--- src/rtl/anc_stage_sequencer_pkg.sv ---
// anc_seq_pkg: shared types and helpers for the ANC stage sequencer.
// Holds the sequencer state encoding, default sizing constants and the
// saturating increment used by both event counters.
package anc_seq_pkg;

  typedef enum logic [2:0] {
    IDLE,
    LP_WAIT,
    ERR_WAIT,
    LMS_WAIT,
    FIR_WAIT,
    OUT_WAIT
  } seq_state_t;

  localparam int unsigned DEFAULT_TIMEOUT = 1024;
  localparam int unsigned DEFAULT_CNT_W   = 16;

  // Increment that sticks at 'limit' instead of wrapping.
  function automatic logic [31:0] sat_inc(input logic [31:0] value,
                                          input logic [31:0] limit);
    return (value >= limit) ? limit : value + 32'd1;
  endfunction

endpackage

--- src/rtl/anc_stage_sequencer_if.sv ---
// anc_stage_sequencer_if: sample strobe, stage start/done handshakes and
// status outputs of the ANC stage sequencer.
// Optional macro ANC_SEQ_PERF_EN adds the latency status signals.
interface anc_stage_sequencer_if #(
  parameter int unsigned CNT_W = 16
) ();
  logic             sample_pulse_in;
  logic             adapt_en_in;
  logic             lp_amb_done_in;
  logic             lp_fb_done_in;
  logic             err_done_in;
  logic             lms_done_in;
  logic             fir_done_in;
  logic             out_done_in;
  logic             lp_start_out;
  logic             err_start_out;
  logic             lms_start_out;
  logic             fir_start_out;
  logic             out_start_out;
  logic             busy_out;
  logic             frame_done_out;
  logic             overrun_out;
  logic [CNT_W-1:0] overrun_cnt_out;
  logic [CNT_W-1:0] timeout_cnt_out;
`ifdef ANC_SEQ_PERF_EN
  logic [15:0]      last_lat_out;
  logic [15:0]      max_lat_out;
`endif

  // Sequencer side.
  modport master (
    input  sample_pulse_in, adapt_en_in,
    input  lp_amb_done_in, lp_fb_done_in, err_done_in,
    input  lms_done_in, fir_done_in, out_done_in,
    output lp_start_out, err_start_out, lms_start_out,
    output fir_start_out, out_start_out,
    output busy_out, frame_done_out, overrun_out,
    output overrun_cnt_out, timeout_cnt_out
`ifdef ANC_SEQ_PERF_EN
    , output last_lat_out, max_lat_out
`endif
  );

  // I2S receiver / filter-stage side.
  modport slave (
    output sample_pulse_in, adapt_en_in,
    output lp_amb_done_in, lp_fb_done_in, err_done_in,
    output lms_done_in, fir_done_in, out_done_in,
    input  lp_start_out, err_start_out, lms_start_out,
    input  fir_start_out, out_start_out,
    input  busy_out, frame_done_out, overrun_out,
    input  overrun_cnt_out, timeout_cnt_out
`ifdef ANC_SEQ_PERF_EN
    , input last_lat_out, max_lat_out
`endif
  );

endinterface

--- src/rtl/anc_stage_sequencer_watchdog.sv ---
// seq_watchdog: per-stage cycle counter. Cleared by the sequencer on every
// state change and while idle; flags timeout once it has counted
// TIMEOUT_CYCLES-1 cycles, then holds.
module seq_watchdog
  import anc_seq_pkg::*;
#(
  parameter int unsigned TIMEOUT_CYCLES = DEFAULT_TIMEOUT
) (
  input  logic clk_in,
  input  logic rst_n_in,
  input  logic clear_in,
  output logic timeout_out
);

  localparam int unsigned CW = (TIMEOUT_CYCLES > 1) ? $clog2(TIMEOUT_CYCLES) : 1;
  localparam logic [CW-1:0] LIMIT = CW'(TIMEOUT_CYCLES - 1);

  logic [CW-1:0] count_q;

  // Count cycles in the current wait state, stopping at the limit.
  always_ff @(posedge clk_in) begin
    if (!rst_n_in || clear_in) begin
      count_q <= '0;
    end else if (count_q != LIMIT) begin
      count_q <= count_q + CW'(1);
    end
  end

  assign timeout_out = (count_q == LIMIT);

endmodule

--- src/rtl/anc_stage_sequencer.sv ---
// anc_stage_sequencer: per-sample controller for the ANC datapath.
// Turns each new-sample strobe into a chain of one-cycle stage starts
// (lowpass pair -> error -> NLMS (optional) -> FIR -> delay/scale), with a
// per-stage watchdog, overrun detection and saturating event counters.
// Optional macro ANC_SEQ_PERF_EN adds pass-latency status (last and max).
module anc_stage_sequencer
  import anc_seq_pkg::*;
#(
  parameter int unsigned TIMEOUT_CYCLES = DEFAULT_TIMEOUT,
  parameter int unsigned CNT_W          = DEFAULT_CNT_W
) (
  input logic                   clk_in,
  input logic                   rst_n_in,
  anc_stage_sequencer_if.master seq_bus
);

  localparam logic [31:0] CNT_MAX =
    (CNT_W >= 32) ? 32'hFFFF_FFFF : ((32'd1 << CNT_W) - 32'd1);

  seq_state_t       state_q, state_d;
  logic             amb_q, amb_d, fb_q, fb_d;
  logic             amb_seen, fb_seen;
  logic             lp_start_q, lp_start_d;
  logic             err_start_q, err_start_d;
  logic             lms_start_q, lms_start_d;
  logic             fir_start_q, fir_start_d;
  logic             out_start_q, out_start_d;
  logic             frame_q, frame_d;
  logic             tmo_evt, ovr_evt;
  logic             ovr_q;
  logic [CNT_W-1:0] ovr_cnt_q, tmo_cnt_q;
  logic             wd_clear, wd_timeout;

  seq_watchdog #(
    .TIMEOUT_CYCLES(TIMEOUT_CYCLES)
  ) u_watchdog (
    .clk_in     (clk_in),
    .rst_n_in   (rst_n_in),
    .clear_in   (wd_clear),
    .timeout_out(wd_timeout)
  );

  // Restart the watchdog whenever a new state is entered and while idle.
  assign wd_clear = (state_q == IDLE) || (state_d != state_q);

  // A sample arriving in any non-idle state is dropped and counted.
  assign ovr_evt = seq_bus.sample_pulse_in && (state_q != IDLE);

  // Next-state, stage-start and event decode.
  always_comb begin
    state_d     = state_q;
    amb_d       = amb_q;
    fb_d        = fb_q;
    amb_seen    = amb_q | seq_bus.lp_amb_done_in;
    fb_seen     = fb_q | seq_bus.lp_fb_done_in;
    lp_start_d  = 1'b0;
    err_start_d = 1'b0;
    lms_start_d = 1'b0;
    fir_start_d = 1'b0;
    out_start_d = 1'b0;
    frame_d     = 1'b0;
    tmo_evt     = 1'b0;
    unique case (state_q)
      IDLE: begin
        amb_d = 1'b0;
        fb_d  = 1'b0;
        if (seq_bus.sample_pulse_in) begin
          state_d    = LP_WAIT;
          lp_start_d = 1'b1;
        end
      end
      LP_WAIT: begin
        // Include this cycle's dones so a same-cycle pair advances at once.
        if (amb_seen && fb_seen) begin
          state_d     = ERR_WAIT;
          err_start_d = 1'b1;
          amb_d       = 1'b0;
          fb_d        = 1'b0;
        end else if (wd_timeout) begin
          state_d = IDLE;
          tmo_evt = 1'b1;
          amb_d   = 1'b0;
          fb_d    = 1'b0;
        end else begin
          amb_d = amb_seen;
          fb_d  = fb_seen;
        end
      end
      ERR_WAIT: begin
        if (seq_bus.err_done_in) begin
          if (seq_bus.adapt_en_in) begin
            state_d     = LMS_WAIT;
            lms_start_d = 1'b1;
          end else begin
            state_d     = FIR_WAIT;
            fir_start_d = 1'b1;
          end
        end else if (wd_timeout) begin
          state_d = IDLE;
          tmo_evt = 1'b1;
        end
      end
      LMS_WAIT: begin
        if (seq_bus.lms_done_in) begin
          state_d     = FIR_WAIT;
          fir_start_d = 1'b1;
        end else if (wd_timeout) begin
          state_d = IDLE;
          tmo_evt = 1'b1;
        end
      end
      FIR_WAIT: begin
        if (seq_bus.fir_done_in) begin
          state_d     = OUT_WAIT;
          out_start_d = 1'b1;
        end else if (wd_timeout) begin
          state_d = IDLE;
          tmo_evt = 1'b1;
        end
      end
      OUT_WAIT: begin
        if (seq_bus.out_done_in) begin
          state_d = IDLE;
          frame_d = 1'b1;
        end else if (wd_timeout) begin
          state_d = IDLE;
          tmo_evt = 1'b1;
        end
      end
      default: begin
        state_d = IDLE;
        amb_d   = 1'b0;
        fb_d    = 1'b0;
      end
    endcase
  end

  // State, registered start pulses, flags and event counters.
  always_ff @(posedge clk_in) begin
    if (!rst_n_in) begin
      state_q     <= IDLE;
      amb_q       <= 1'b0;
      fb_q        <= 1'b0;
      lp_start_q  <= 1'b0;
      err_start_q <= 1'b0;
      lms_start_q <= 1'b0;
      fir_start_q <= 1'b0;
      out_start_q <= 1'b0;
      frame_q     <= 1'b0;
      ovr_q       <= 1'b0;
      ovr_cnt_q   <= '0;
      tmo_cnt_q   <= '0;
    end else begin
      state_q     <= state_d;
      amb_q       <= amb_d;
      fb_q        <= fb_d;
      lp_start_q  <= lp_start_d;
      err_start_q <= err_start_d;
      lms_start_q <= lms_start_d;
      fir_start_q <= fir_start_d;
      out_start_q <= out_start_d;
      frame_q     <= frame_d;
      if (ovr_evt) begin
        ovr_q     <= 1'b1;
        ovr_cnt_q <= CNT_W'(sat_inc(32'(ovr_cnt_q), CNT_MAX));
      end
      if (tmo_evt) begin
        tmo_cnt_q <= CNT_W'(sat_inc(32'(tmo_cnt_q), CNT_MAX));
      end
    end
  end

  assign seq_bus.lp_start_out    = lp_start_q;
  assign seq_bus.err_start_out   = err_start_q;
  assign seq_bus.lms_start_out   = lms_start_q;
  assign seq_bus.fir_start_out   = fir_start_q;
  assign seq_bus.out_start_out   = out_start_q;
  assign seq_bus.busy_out        = (state_q != IDLE);
  assign seq_bus.frame_done_out  = frame_q;
  assign seq_bus.overrun_out     = ovr_q;
  assign seq_bus.overrun_cnt_out = ovr_cnt_q;
  assign seq_bus.timeout_cnt_out = tmo_cnt_q;

`ifdef ANC_SEQ_PERF_EN
  localparam logic [31:0] LAT_MAX = 32'h0000_FFFF;

  logic [15:0] lat_q, lat_done, last_lat_q, max_lat_q;

  // Latency of a pass that completes on this edge, including its final cycle.
  assign lat_done = 16'(sat_inc(32'(lat_q), LAT_MAX));

  // Pass latency counter; published only for passes that finish normally.
  always_ff @(posedge clk_in) begin
    if (!rst_n_in) begin
      lat_q      <= '0;
      last_lat_q <= '0;
      max_lat_q  <= '0;
    end else begin
      if (state_q == IDLE) begin
        lat_q <= seq_bus.sample_pulse_in ? 16'd1 : 16'd0;
      end else begin
        lat_q <= lat_done;
      end
      if (frame_d) begin
        last_lat_q <= lat_done;
        if (lat_done > max_lat_q) begin
          max_lat_q <= lat_done;
        end
      end
    end
  end

  assign seq_bus.last_lat_out = last_lat_q;
  assign seq_bus.max_lat_out  = max_lat_q;
`endif

endmodule
--- src/flat_wrapper.sv ---
// flat-port wrapper written by rule: the top's interface ports become plain ports
module anc_stage_sequencer_flat import anc_seq_pkg::*;
#(
  parameter int unsigned TIMEOUT_CYCLES = DEFAULT_TIMEOUT,
  parameter int unsigned CNT_W          = DEFAULT_CNT_W
)
  (clk_in, rst_n_in, seq_bus_sample_pulse_in, seq_bus_adapt_en_in, seq_bus_lp_amb_done_in, seq_bus_lp_fb_done_in, seq_bus_err_done_in, seq_bus_lms_done_in, seq_bus_fir_done_in, seq_bus_out_done_in, seq_bus_lp_start_out, seq_bus_err_start_out, seq_bus_lms_start_out, seq_bus_fir_start_out, seq_bus_out_start_out, seq_bus_busy_out, seq_bus_frame_done_out, seq_bus_overrun_out, seq_bus_overrun_cnt_out, seq_bus_timeout_cnt_out);
  anc_stage_sequencer_if #(.CNT_W(CNT_W)) seq_bus_i ();
  input logic clk_in;
  input logic rst_n_in;
  input wire logic [$bits(seq_bus_i.sample_pulse_in)-1:0] seq_bus_sample_pulse_in;
  input wire logic [$bits(seq_bus_i.adapt_en_in)-1:0] seq_bus_adapt_en_in;
  input wire logic [$bits(seq_bus_i.lp_amb_done_in)-1:0] seq_bus_lp_amb_done_in;
  input wire logic [$bits(seq_bus_i.lp_fb_done_in)-1:0] seq_bus_lp_fb_done_in;
  input wire logic [$bits(seq_bus_i.err_done_in)-1:0] seq_bus_err_done_in;
  input wire logic [$bits(seq_bus_i.lms_done_in)-1:0] seq_bus_lms_done_in;
  input wire logic [$bits(seq_bus_i.fir_done_in)-1:0] seq_bus_fir_done_in;
  input wire logic [$bits(seq_bus_i.out_done_in)-1:0] seq_bus_out_done_in;
  output wire logic [$bits(seq_bus_i.lp_start_out)-1:0] seq_bus_lp_start_out;
  output wire logic [$bits(seq_bus_i.err_start_out)-1:0] seq_bus_err_start_out;
  output wire logic [$bits(seq_bus_i.lms_start_out)-1:0] seq_bus_lms_start_out;
  output wire logic [$bits(seq_bus_i.fir_start_out)-1:0] seq_bus_fir_start_out;
  output wire logic [$bits(seq_bus_i.out_start_out)-1:0] seq_bus_out_start_out;
  output wire logic [$bits(seq_bus_i.busy_out)-1:0] seq_bus_busy_out;
  output wire logic [$bits(seq_bus_i.frame_done_out)-1:0] seq_bus_frame_done_out;
  output wire logic [$bits(seq_bus_i.overrun_out)-1:0] seq_bus_overrun_out;
  output wire logic [$bits(seq_bus_i.overrun_cnt_out)-1:0] seq_bus_overrun_cnt_out;
  output wire logic [$bits(seq_bus_i.timeout_cnt_out)-1:0] seq_bus_timeout_cnt_out;
  assign seq_bus_i.sample_pulse_in = seq_bus_sample_pulse_in;
  assign seq_bus_i.adapt_en_in = seq_bus_adapt_en_in;
  assign seq_bus_i.lp_amb_done_in = seq_bus_lp_amb_done_in;
  assign seq_bus_i.lp_fb_done_in = seq_bus_lp_fb_done_in;
  assign seq_bus_i.err_done_in = seq_bus_err_done_in;
  assign seq_bus_i.lms_done_in = seq_bus_lms_done_in;
  assign seq_bus_i.fir_done_in = seq_bus_fir_done_in;
  assign seq_bus_i.out_done_in = seq_bus_out_done_in;
  assign seq_bus_lp_start_out = seq_bus_i.lp_start_out;
  assign seq_bus_err_start_out = seq_bus_i.err_start_out;
  assign seq_bus_lms_start_out = seq_bus_i.lms_start_out;
  assign seq_bus_fir_start_out = seq_bus_i.fir_start_out;
  assign seq_bus_out_start_out = seq_bus_i.out_start_out;
  assign seq_bus_busy_out = seq_bus_i.busy_out;
  assign seq_bus_frame_done_out = seq_bus_i.frame_done_out;
  assign seq_bus_overrun_out = seq_bus_i.overrun_out;
  assign seq_bus_overrun_cnt_out = seq_bus_i.overrun_cnt_out;
  assign seq_bus_timeout_cnt_out = seq_bus_i.timeout_cnt_out;
  anc_stage_sequencer #(.TIMEOUT_CYCLES(TIMEOUT_CYCLES), .CNT_W(CNT_W)) u_core (.clk_in(clk_in), .rst_n_in(rst_n_in), .seq_bus(seq_bus_i));
endmodule
--- config.mk ---
export PLATFORM = sky130hd
export DESIGN_NAME = anc_stage_sequencer_flat
export DESIGN_NICKNAME = d
export VERILOG_FILES = /design/src/rtl/anc_stage_sequencer_pkg.sv /design/src/rtl/anc_stage_sequencer_if.sv /design/src/rtl/anc_stage_sequencer_watchdog.sv /design/src/rtl/anc_stage_sequencer.sv /design/src/flat_wrapper.sv
export SDC_FILE = /design/constraint.sdc
export NUM_CORES = 1
export LEC_CHECK = 0
export BUFFER_PORTS_ARGS = -buffer_cell sky130_fd_sc_hd__buf_2
export CELL_PAD_IN_SITES_DETAIL_PLACEMENT = 0
export CELL_PAD_IN_SITES_GLOBAL_PLACEMENT = 1
export CORE_MARGIN = 5
export CORE_UTILIZATION = 37
export CTS_CLUSTER_DIAMETER = 30
export CTS_CLUSTER_SIZE = 10
export DETAILED_ROUTE_END_ITERATION = 12
export MAX_ROUTING_LAYER = met4
export PLACE_DENSITY = 0.76
export SYNTH_ARGS = -nofsm -noshare
export SYNTH_HDL_FRONTEND = slang
export SYNTH_SLANG_ARGS = --single-unit
--- constraint.sdc ---
create_clock -name clk_in -period 2.1 [get_ports clk_in]
set_input_delay 0.42 -clock clk_in [delete_from_list [all_inputs] [get_ports clk_in]]
set_output_delay 0.42 -clock clk_in [all_outputs]
set_load 0.01 [all_outputs]
==> out/summary.md <==
The number of sinks driven by the clock tree was 54; the post-placement cell count was 478. The number of fill cells is 743. Counting buffers and inverters, the worst setup path is 6 cells deep. Setup repair after global routing left no endpoint under its margin. Along the worst hold path, the cell count comes to 3.

The synthesized netlist occupies a cell area of 2769 um^2. Clock-pin slew was measured on the worst setup and hold paths at 100 ps. The fraction of synthesized cell area taken by the top area cell type was 0.3904; the area growth from synthesis to final layout was 22.86%. In this run the standard cell core region covers 7253 um^2. The analysis attributes to cell leakage a power of 1.363 nW.

The count of nets after finishing was 401. The largest single stage delay on the critical path is 440 ps. By area the synthesized netlist is led by sky130_fd_sc_hd__dfxtp_1 (39%), sky130_fd_sc_hd__nand2_1 (3.9%), sky130_fd_sc_hd__nor2_1 (3.9%), sky130_fd_sc_hd__a21oi_1 (3.8%), sky130_fd_sc_hd__nor3_1 (3.1%). Dividing total power by cell area gives a power density of 555.5 nW/um^2. Global-route usage over all layers: 0.1524. The nature of the critical path endpoint was a register. The core utilization of the finished layout is 0.4690. The number of global-route vias before repair is 2415.

Maximum root-to-sink buffer count: 2. The share of post-route cells with drive strength above 1 works out to 0.2622. The slew at the pin with the worst max-slew slack came out at 430.1 ps. The width of the die is 96.51 um, and the sum of net half-perimeters after detailed placement is 4.864 mm.

The data required time at the worst endpoint is 2320 ps. The register-to-register setup slack came out at 160 ps. The routed design has 6.571 mm of wire. In this run the worst setup path terminates at u_core.seq_bus.timeout_cnt_out[3]$_SDFFE_PN0P_. The tools report the DRC violation count after routing as 0. 0 antenna diodes ended up in the layout. Buffers placed on the I/O ports in this run total 49.

The sort of element at the start of the critical path was a register. The congestion estimate from routability-driven global placement came to 0.9340. During I/O placement, the number of pins put on the boundary was 50. The first-pass iteration count of the detailed router is 4, and the number of cells traversed by the worst register-to-register path is 6. In this run the critical register-to-register path is launched from u_core.state_q[0]$_SDFF_PN0_. The run gives 34 as the maximum number of pins on one net before global-route repair. Synthesis produced a netlist with a net count of 336.

Among all stages on the critical path, the largest delay is contributed by sky130_fd_sc_hd__dfxtp_1. The CTS buffer count is 5, and the minimum period implied by the final worst setup slack is 1942 ps. The largest total area in the synthesized netlist belongs to sky130_fd_sc_hd__dfxtp_1. After routing, the total negative slack on setup checks comes to 0 ps. Clock skew on the completed layout was measured at 10.26 ps.

The number of setup violations in the final report was 0. The run gives 323 as the gate count after technology mapping. The most common flop cell mapped by yosys is sky130_fd_sc_hd__dfxtp_1. The maximum level of the CTS H-tree is 2. The run gives 0 as the final count of hold timing violations.

Max-cap violations in this run came to 0. The sequential cell area fraction in the yosys report was 0.3904; the final critical-path share of the clock period was 0.9247. After the first detailed-routing iteration, the DRC count stood at 102.

Dividing the detail-routed via count by the number of cells gives 5.281. The flow ran to the end, and the final reports show no timing, DRC or antenna violations. At the later pin of the worst-skew pair, clock insertion delay measures 300 ps.

Broken down by cell family, the worst path's largest delay share belongs to compound AO/OA/AOI/OAI gates. The maximum clock frequency is 515.0 MHz. For the post-layout instance area, the log shows 3402 um^2. Dividing the synthesized area by the synthesized cell count gives 8.572 um^2.

Across all layers, the routed design uses 2577 vias. In this run the vertical extent of the chip is 96.51 um. The worst-case IR drop observed on VDD is 0.0002434 V. Data arrives at the worst endpoint at 2160 ps. The endpoint identified for the worst register-to-register timing path is u_core.seq_bus.timeout_cnt_out[3]$_SDFFE_PN0P_. The run gives 56 as the number of distinct standard cells referenced by the synthesized netlist.

The logs give 0 for the final global-route overflow total and 0 for the count of antenna-violating nets left after detailed routing. The total buffers and inverters traversed by the critical path came out at 1. The initial standard-cell utilization of the core is 0.3817.

The global-route wire length before repair was 11.10 mm. TritonCTS built the clock tree. Total power for the finished layout comes to 1.890 mW. The synthesized design contains 54 register bits. The worst min-delay path category was primary input to register.

The number of warnings printed during yosys synthesis came out at 0. The count of hold buffers inserted by post-cts repair was 0; the wire length per cell after detailed routing was 13.47 um. The number of synthesized flops with an enable pin was 0. The tools report the launching instance or port of the critical path as u_core.state_q[0]$_SDFF_PN0_. The type of the worst setup path was register to register.

The tools report the clock root buffer as sky130_fd_sc_hd__clkbuf_8. The signal on the critical path passes through mux2_4 -> o32a_4 -> a211oi_4 -> buf_12 -> a41oi_1 -> a311oi_1. The logs give 31 for the placement row count and 3242 um^2 for the post-placement cell area. Remaining max-slew budget at the tightest pin: 0.7110.

For the final number of max-transition violations, the log shows 0. The die covers 9313 um^2. Of all nets on the critical path, the largest fanout is 25. Initial antenna violation count: 0. The post-synthesis async set-or-reset flop share was 0; the count of non-filler cells in the finished layout was 488.
-- cells by family after synthesis --
kind of cell	share of synthesized area
buffers and inverters	0.04293
xor gates and xnor gates	0.04112
and+or+nand+nor	0.2860
DFF	0.3904
AOI/OAI and AO/OA	0.2020
muxes	0.02395
adders and majority gates	0.01356
-- synth_stat cells (3+ instances only) --
master / number
sky130_fd_sc_hd__nor3_1: 17
sky130_fd_sc_hd__ha_1: 3
sky130_fd_sc_hd__nor4_1: 5
sky130_fd_sc_hd__a21oi_1: 21
sky130_fd_sc_hd__buf_2: 5
sky130_fd_sc_hd__mux2i_1: 4
sky130_fd_sc_hd__o21ai_0: 8
sky130_fd_sc_hd__xnor2_1: 6
sky130_fd_sc_hd__nand2b_1: 4
sky130_fd_sc_hd__nor2_1: 29
sky130_fd_sc_hd__a31oi_1: 9
sky130_fd_sc_hd__inv_1: 8
sky130_fd_sc_hd__nand4_1: 13
sky130_fd_sc_hd__clkbuf_1: 9
sky130_fd_sc_hd__xor2_1: 7
sky130_fd_sc_hd__a211oi_1: 4
sky130_fd_sc_hd__dfxtp_1: 54
sky130_fd_sc_hd__and4_1: 8
sky130_fd_sc_hd__a311oi_1: 4
sky130_fd_sc_hd__nor3b_1: 3
sky130_fd_sc_hd__nand2_1: 29
sky130_fd_sc_hd__nand3_1: 15
sky130_fd_sc_hd__and3_1: 13
sky130_fd_sc_hd__a41o_1: 4
-- stage by stage --
stage	setup slack, ps	hold WS [ps]
final	158.1	361.9
after global routing	0.2556	356.5
after CTS	26.79	344.8
after detailed placement	-25.73	462.8
after floorplan	146.4	448.4
after global placement	40.20	446.3
-- worst min-delay path, stage by stage --
cell                      delay, ps
sky130_fd_sc_hd__buf_2          110
sky130_fd_sc_hd__nand3_1         60
sky130_fd_sc_hd__nor2_1          30
-- per-layer routing --
metal  GRT usage  up-vias  wire length (um)
li1            -     1340                 -
met1      0.2034     1170              3228
met2      0.2333       62              2943
met3     0.03253        5               347
met4     0.04322        0                51
met5           -        -                 0
-- timing repair --
item / in CTS / in global routing
buffers inserted: 0 / 2
setup endpoints to repair: 1 / 14
resized for setup: 0 / 13
pin swaps: 1 / 1
-- sequential cells by signal (all words and copies together), names as in the netlist, 3 cells and up --
register / cells
u_core.seq_bus.overrun_cnt_out: 16
u_core.u_watchdog.count_q: 10
u_core.state_q: 3
u_core.seq_bus.timeout_cnt_out: 16
-- worst min-delay path by stage --
stage / start / end / slack (ps)
after floorplan: u_core.amb_q$_SDFFE_PN0N_ / u_core.amb_q$_SDFFE_PN0N_ / 450
after global placement: u_core.seq_bus.overrun_out$_SDFFE_PN0P_ / u_core.seq_bus.overrun_out$_SDFFE_PN0P_ / 450
after detailed placement: u_core.seq_bus.overrun_out$_SDFFE_PN0P_ / u_core.seq_bus.overrun_out$_SDFFE_PN0P_ / 460
after CTS: seq_bus_out_done_in / u_core.seq_bus.frame_done_out$_SDFF_PN0_ / 340
after global routing: seq_bus_out_done_in / u_core.seq_bus.frame_done_out$_SDFF_PN0_ / 360
final: seq_bus_out_done_in / u_core.seq_bus.frame_done_out$_SDFF_PN0_ / 360
-- report_power, final --
part	leakage, nW	total [mW]	switching (mW)	internal, mW
Combinational	0.877	0.237	0.134	0.103
Clock	0.0482	0.596	0.329	0.267
Sequential	0.437	1.06	0.0169	1.04
Total	1.36	1.89	0.479	1.41
-- placed cells by master, fill, tap and decap left out, types with 4 or more instances in the layout --
| master | n |
|---|---|
| sky130_fd_sc_hd__dfxtp_1 | 52 |
| sky130_fd_sc_hd__buf_2 | 49 |
| sky130_fd_sc_hd__nand2_1 | 29 |
| sky130_fd_sc_hd__nor2_1 | 29 |
| sky130_fd_sc_hd__buf_4 | 24 |
| sky130_fd_sc_hd__a21oi_1 | 21 |
| sky130_fd_sc_hd__nor3_1 | 17 |
| sky130_fd_sc_hd__nand3_1 | 15 |
| sky130_fd_sc_hd__nand4_1 | 13 |
| sky130_fd_sc_hd__and3_1 | 12 |
| sky130_fd_sc_hd__a31oi_1 | 9 |
| sky130_fd_sc_hd__inv_1 | 8 |
| sky130_fd_sc_hd__o21ai_0 | 8 |
| sky130_fd_sc_hd__xor2_1 | 7 |
| sky130_fd_sc_hd__and4_1 | 7 |
| sky130_fd_sc_hd__xnor2_1 | 6 |
| sky130_fd_sc_hd__clkbuf_8 | 6 |
| sky130_fd_sc_hd__nor4_1 | 5 |
| sky130_fd_sc_hd__nand2b_1 | 4 |
| sky130_fd_sc_hd__mux2i_1 | 4 |
| sky130_fd_sc_hd__a41o_1 | 4 |
| sky130_fd_sc_hd__a311oi_1 | 4 |
-- layout make-up --
cell class,count,area [um^2],share of cell area
Inverter,8,30.03,0.008827
Multi-Input combinational cell,244,1608,0.4726
Timing Repair Buffer,75,465.4,0.1368
Sequential cell,54,1084,0.3185
Clock inverter,1,5.005,0.001471
Clock buffer,7,86.33,0.02538
Tap cell,99,123.9,0.03641
No activity file was read; power rests on OpenSTA's default activity.
